==> src/rtl/ysyx_22041461_rf_pkg.sv <==
// Shared constants and types for the register-file write scheduler.
// Build option YSYX_22041461_RF_SCHED_BYPASS_EN is consumed by ysyx_22041461_rf_sched.
package ysyx_22041461_rf_pkg;

    localparam int XLEN  = 64;
    localparam int NREG  = 32;
    localparam int AW    = 5;
    localparam int CNT_W = 32;

    localparam logic [3:0] RF_SEL_HOLD = 4'b0000;
    localparam logic [3:0] RF_SEL_DEST = 4'b0001;

    typedef enum logic {
        REQ_EXU = 1'b0,
        REQ_LSU = 1'b1
    } req_e;

endpackage

==> src/rtl/ysyx_22041461_rr_arb2.sv <==
// Two-way round-robin arbiter: a lone requester always wins, a tie goes to the
// pointer's requester and flips the pointer to the other one.
module ysyx_22041461_rr_arb2
    import ysyx_22041461_rf_pkg::*;
(
    input  logic clk,
    input  logic rst,
    input  logic i_req_exu,
    input  logic i_req_lsu,
    output logic o_gnt_exu,
    output logic o_gnt_lsu
);

    req_e r_ptr;
    logic w_tie;

    assign w_tie = i_req_exu && i_req_lsu;

    always_comb begin
        o_gnt_exu = 1'b0;
        o_gnt_lsu = 1'b0;
        if (w_tie) begin
            o_gnt_exu = (r_ptr == REQ_EXU);
            o_gnt_lsu = (r_ptr == REQ_LSU);
        end else begin
            o_gnt_exu = i_req_exu;
            o_gnt_lsu = i_req_lsu;
        end
    end

    always_ff @(posedge clk) begin
        if (rst) begin
            r_ptr <= REQ_EXU;
        end else if (w_tie) begin
            r_ptr <= (r_ptr == REQ_EXU) ? REQ_LSU : REQ_EXU;
        end
    end

endmodule

==> src/rtl/ysyx_22041461_rf_sched.sv <==
// Register-file write scheduler: busy-bit scoreboard gating decode issue, and
// EXU/LSU writeback arbitration onto one registered write port.
// Define YSYX_22041461_RF_SCHED_BYPASS_EN to let issue see the port's clear this cycle.
module ysyx_22041461_rf_sched
    import ysyx_22041461_rf_pkg::*;
(
    input  logic              clk,
    input  logic              rst,
    input  logic              id_valid,
    output logic              id_ready,
    input  logic [AW-1:0]     id_rs1,
    input  logic [AW-1:0]     id_rs2,
    input  logic [AW-1:0]     id_rd,
    input  logic              id_rd_wen,
    input  logic              exu_valid,
    output logic              exu_ready,
    input  logic [AW-1:0]     exu_rd,
    input  logic [XLEN-1:0]   exu_data,
    input  logic              lsu_valid,
    output logic              lsu_ready,
    input  logic [AW-1:0]     lsu_rd,
    input  logic [XLEN-1:0]   lsu_data,
    output logic [3:0]        rf_sel,
    output logic [AW-1:0]     rf_rd,
    output logic [XLEN-1:0]   rf_dest,
    output logic [NREG-1:0]   busy,
    output logic              sb_err,
    output logic [CNT_W-1:0]  stall_cnt
);

    logic [NREG-1:0]  r_busy;
    logic [3:0]       r_rf_sel;
    logic [AW-1:0]    r_rf_rd;
    logic [XLEN-1:0]  r_rf_dest;
    logic             r_sb_err;
    logic [CNT_W-1:0] r_stall_cnt;

    logic [NREG-1:0]  w_clr_vec;
    logic [NREG-1:0]  w_set_vec;
    logic [NREG-1:0]  w_busy_eff;
    logic             w_haz;
    logic             w_issue;
    logic             w_gnt_exu;
    logic             w_gnt_lsu;
    logic             w_gnt_any;
    logic [AW-1:0]    w_wb_rd;
    logic [XLEN-1:0]  w_wb_data;

    // The port's pending write retires its busy bit at the next edge.
    assign w_clr_vec = (r_rf_sel == RF_SEL_DEST) ? (NREG'(1) << r_rf_rd) : '0;

`ifdef YSYX_22041461_RF_SCHED_BYPASS_EN
    assign w_busy_eff = r_busy & ~w_clr_vec;
`else
    assign w_busy_eff = r_busy;
`endif

    assign w_haz    = w_busy_eff[id_rs1] | w_busy_eff[id_rs2] | (id_rd_wen & w_busy_eff[id_rd]);
    assign id_ready = !w_haz;
    assign w_issue  = id_valid && !w_haz;
    assign w_set_vec = (w_issue && id_rd_wen && (id_rd != '0)) ? (NREG'(1) << id_rd) : '0;

    // Requests are masked during reset so no requester sees a transfer that gets discarded.
    ysyx_22041461_rr_arb2 u_arb (
        .clk       (clk),
        .rst       (rst),
        .i_req_exu (exu_valid && !rst),
        .i_req_lsu (lsu_valid && !rst),
        .o_gnt_exu (w_gnt_exu),
        .o_gnt_lsu (w_gnt_lsu)
    );

    assign exu_ready = w_gnt_exu;
    assign lsu_ready = w_gnt_lsu;
    assign w_gnt_any = w_gnt_exu || w_gnt_lsu;
    assign w_wb_rd   = w_gnt_exu ? exu_rd   : lsu_rd;
    assign w_wb_data = w_gnt_exu ? exu_data : lsu_data;

    always_ff @(posedge clk) begin
        if (rst) begin
            r_busy      <= '0;
            r_rf_sel    <= RF_SEL_HOLD;
            r_rf_rd     <= '0;
            r_rf_dest   <= '0;
            r_sb_err    <= 1'b0;
            r_stall_cnt <= '0;
        end else begin
            // Set is applied after clear so a same-index issue (bypass only) keeps the bit.
            r_busy <= (r_busy & ~w_clr_vec) | w_set_vec;

            r_rf_sel <= RF_SEL_HOLD;
            if (w_gnt_any && (w_wb_rd != '0)) begin
                r_rf_sel  <= RF_SEL_DEST;
                r_rf_rd   <= w_wb_rd;
                r_rf_dest <= w_wb_data;
                if (!r_busy[w_wb_rd]) begin
                    r_sb_err <= 1'b1;
                end
            end

            if (id_valid && w_haz && (r_stall_cnt != '1)) begin
                r_stall_cnt <= r_stall_cnt + 1'b1;
            end
        end
    end

    assign rf_sel    = r_rf_sel;
    assign rf_rd     = r_rf_rd;
    assign rf_dest   = r_rf_dest;
    assign busy      = r_busy;
    assign sb_err    = r_sb_err;
    assign stall_cnt = r_stall_cnt;

endmodule

==> config.mk <==
export PLATFORM = sky130hd
export DESIGN_NAME = ysyx_22041461_rf_sched
export DESIGN_NICKNAME = d
export VERILOG_FILES = /design/src/rtl/ysyx_22041461_rf_pkg.sv /design/src/rtl/ysyx_22041461_rr_arb2.sv /design/src/rtl/ysyx_22041461_rf_sched.sv
export SDC_FILE = /design/constraint.sdc
export NUM_CORES = 1
export LEC_CHECK = 0
export ABC_AREA = 1
export BUFFER_PORTS_ARGS = -buffer_cell sky130_fd_sc_hd__buf_2
export CAP_MARGIN = 40
export CORE_MARGIN = 2
export CORE_UTILIZATION = 42
export DETAILED_ROUTE_END_ITERATION = 10
export GPL_ROUTABILITY_DRIVEN = 0
export PLACE_DENSITY = 0.7
export SLEW_MARGIN = 25
export SYNTH_ARGS = -nofsm -noshare
export SYNTH_HDL_FRONTEND = slang
export SYNTH_SLANG_ARGS = --single-unit
==> constraint.sdc <==
create_clock -name clk -period 2.3 [get_ports clk]
set_input_delay 0.23 -clock clk [delete_from_list [all_inputs] [get_ports clk]]
set_output_delay 0.23 -clock clk [all_outputs]
set_load 0.03 [all_outputs]
==> flow_metrics.tcl <==
set metrics [dict create \
    setup_tns_ns 0 \
    use_met1 0.374 \
    die_h_um 142 \
    hold_start "lsu_data[34]" \
    skew_ns 0.0162 \
    crit_path_start "busy[19]$_SDFF_PP0_" \
    min_to "rf_dest[34]$_SDFFE_PP0P_" \
    period_needed_ns 2.18 \
    powerDensity_nw_per_um2 659 \
    slew_viol_final 0 \
    hold_viol 0 \
    reg2regPathDepth 10 \
    comb_power_share 0.191 \
    required_ns 2.07 \
    ff2ff_setup_slack_ns 0.17 \
    dieArea_um2 20200 \
    dr_total_vias 9898 \
    start_util 0.428 \
    row_count 50 \
    fin_ws_ns 0.118 \
    pwr-share-clk 0.431 \
    slew_headroom 0.519 \
    port_buffers 296 \
    met2_usage 0.481 \
    r2r_start "stall_cnt[0]$_SDFFE_PP0P_" \
    cts.sinks 136 \
    netSwitchingFraction 0.299 \
    synth_edf_count 0 \
    hold_buffers 0 \
    clkTransAtPathRegs_ns 0.06 \
    tightestPinTransition_ns 0.722 \
    areaGrowthSynthToFinish_pct 28.5 \
    routed_via_density 5.63 \
    yosysTopAreaCell "dfxtp_1" \
    routedWlPerCell_um 17.0 \
    clock_latency_ns 0.42 \
    syn_inst 1242 \
    max_freq_ghz 0.458 \
    internal_power_mw 4.76 \
    cts_tree "done" \
    path_cells "inv_1, nand2_1, o211ai_1, nand3_1, nand3_1, nand3_1, nand2_1, nand3_4, inv_1, buf_2" \
    rsz0062_at_grt "false" \
    p_leak_nw 4.71 \
    drtIter0Drc 925 \
    holdCritPathClass "in2reg" \
    yosys-top-cells-area "dfxtp_1 (34%), nand2_1 (18%), nand3_1 (6.6%)" \
    fin_crit_sh 0.949 \
    grtUsageMet3 0.0498 \
    path_max_fanout 5 \
    hpwl_um 21800 \
    critical_path.top_delay_family "simple AND/OR/NAND/NOR gates" \
    criticalPathCategory "reg2out" \
    reg2reg_to "stall_cnt[1]$_SDFFE_PP0P_" \
    whs_ns 0.0751 \
    arrival_ns 1.95 \
    grt_pass1_wl_um 47000 \
    drtAntennaViolNets 0 \
    grt_pass1_vias 9039 \
    cts_buffer_depth 2 \
    num_antenna_cells 0 \
    io_pins 300 \
    drt_wl_total_um 29800 \
    drive_gt1_frac 0.258 \
    power_mw 6.78 \
    async_flop_share 0 \
    core-area_um2 18700 \
    crit_buf_inv 3 \
    drv_cap 0 \
    numCtsBuffers 17 \
    synth_top_area_frac 0.340 \
    switching_power_mw 2.02 \
    synth_warnings 0 \
    setup_viol 0 \
    postSynthRegisterBits 136 \
    pre_cts_ws_ns 0.140 \
    nNetsFinal 1672 \
    postSynthAreaPerCell_um2 6.45 \
    crit_path_top_delay_cell "dfxtp_1" \
    cpMostUsedCell "nand3_1" \
    hold_depth 3 \
    antenna_found_initial 0 \
    grt_overflow_total 0 \
    ys_seq_area_frac 0.340 \
    crit_path_end_kind "output pin" \
    synth_ff_type "dfxtp_1" \
    max_stage_delay_ns 0.50 \
    cp-start-kind "register" \
    htree_levels 4 \
    drc 0 \
    grt_usage 0.291 \
    die_w_um 142 \
    vdd_drop_max_uv 497 \
    yosysUniqueCellTypes 33 \
    layout.cells.non_filler 1758 \
    status "complete, no violations" \
    drt-pass1-iter-count 5 \
    grt_max_degree 102 \
    p_seq_frac 0.378 \
    syn_area_um2 8010 \
    clock-root-buffer "clkbuf_16" \
    busiest_layer "met2" \
    dp.cells 1725 \
]
[worst max path at each step]
stage | to | slack [ns] | cells after the start
finish | id_ready | 0.12 | 10
global route | stall_cnt[29]$_SDFFE_PP0P_ | 0.008 | 10
CTS | id_ready | 0.15 | 10
detailed placement | id_ready | 0.14 | 11
global placement | id_ready | 0.14 | 11
floorplan | stall_cnt[26]$_SDFFE_PP0P_ | 0.24 | 10
[kinds of logic after synthesis]
group	after synthesis	share of synthesized area
compound gates	277	0.191
xor+xnor	30	0.0328
fa+ha+maj	1	0.00156
buf+inv	168	0.0973
flops	136	0.340
other cells	1	0.000468
simple gates	629	0.337
[cells in the final DEF (no fill, tap or decap), drive strengths merged, types with 22 or more instances in the layout]
cell   instances
buf          338
dfxtp        136
a31oi         64
o21ai        125
nand4         48
a21oi         73
nand2        384
inv           77
xor2          22
nor2          63
nand3        107
[cells in the mapped netlist, types with 17 or more instances]
cell type and instances:
o21ai_0 76, buf_2 17, nand2_1 382, nor2_1 61, a31oi_1 64, nand3_1 105, inv_1 69, nand4_1 48
a21oi_1 72, xor2_1 22, o21ai_1 46, dfxtp_1 136, clkbuf_1 47
[registers in the layout, summed over array words and instances, names as in the netlist]
| register | flops |
|---|---|
| rf_rd | 5 |
| stall_cnt | 32 |
| rf_dest | 64 |
| rf_sel | 1 |
| sb_err | 1 |
| busy | 32 |
| u_arb.r_ptr | 1 |
[worst reg2reg max path, stage by stage (launching register included)]
cell	delay, ns
dfxtp_1	0.41
ha_1	0.23
nand2_1	0.13
nor2_1	0.18
nand2_1	0.15
nor2_1	0.21
nand3_1	0.16
nand3_2	0.12
buf_4	0.22
nand2_1	0.08
a21oi_1	0.15
[what timing repair did]
item / CTS / global route
endpoints found under the setup margin: 1 / 1
buffers inserted: 3 / 0
resized for setup: 5 / 2
pin swaps: 1 / 0
hold endpoints to repair: 0 / 0
[per-layer routing]
layer | share of wire | up-vias
li1 | - | 4748
met1 | 0.40 | 4509
met2 | 0.47 | 572
met3 | 0.092 | 69
met4 | 0.034 | 0
met5 | 0 | -
[final cells by class]
| cell class | count | area [um2] |
|---|---|---|
| clock inverters | 11 | 171 |
| well taps | 234 | 293 |
| inverters | 79 | 298 |
| clock buffers | 20 | 457 |
| fillers | 1849 | 8410 |
| multi-input cells | 940 | 4520 |
| repair buffers | 338 | 1820 |
| flip-flops and latches | 136 | 2730 |
[power groups by stage]
stage,Sequential [mW],Clock [mW],Combinational (mW)
3_5_place_dp,2.61,0,1.28
5_1_grt,2.58,3.06,1.40
6_report,2.56,2.92,1.29
2_1_floorplan,2.84,0,0.625
3_3_place_gp,2.61,0,1.27
4_1_cts,2.56,2.96,1.29
[per-stage QoR]
stage	instance area (um2)	util
2_1_floorplan	8020	-
3_3_place_gp	9640	0.516
3_5_place_dp	9640	0.516
4_1_cts	10300	0.550
5_1_grt	10300	0.550
6_report	10300	0.550
(Power assumes the default switching activity.)
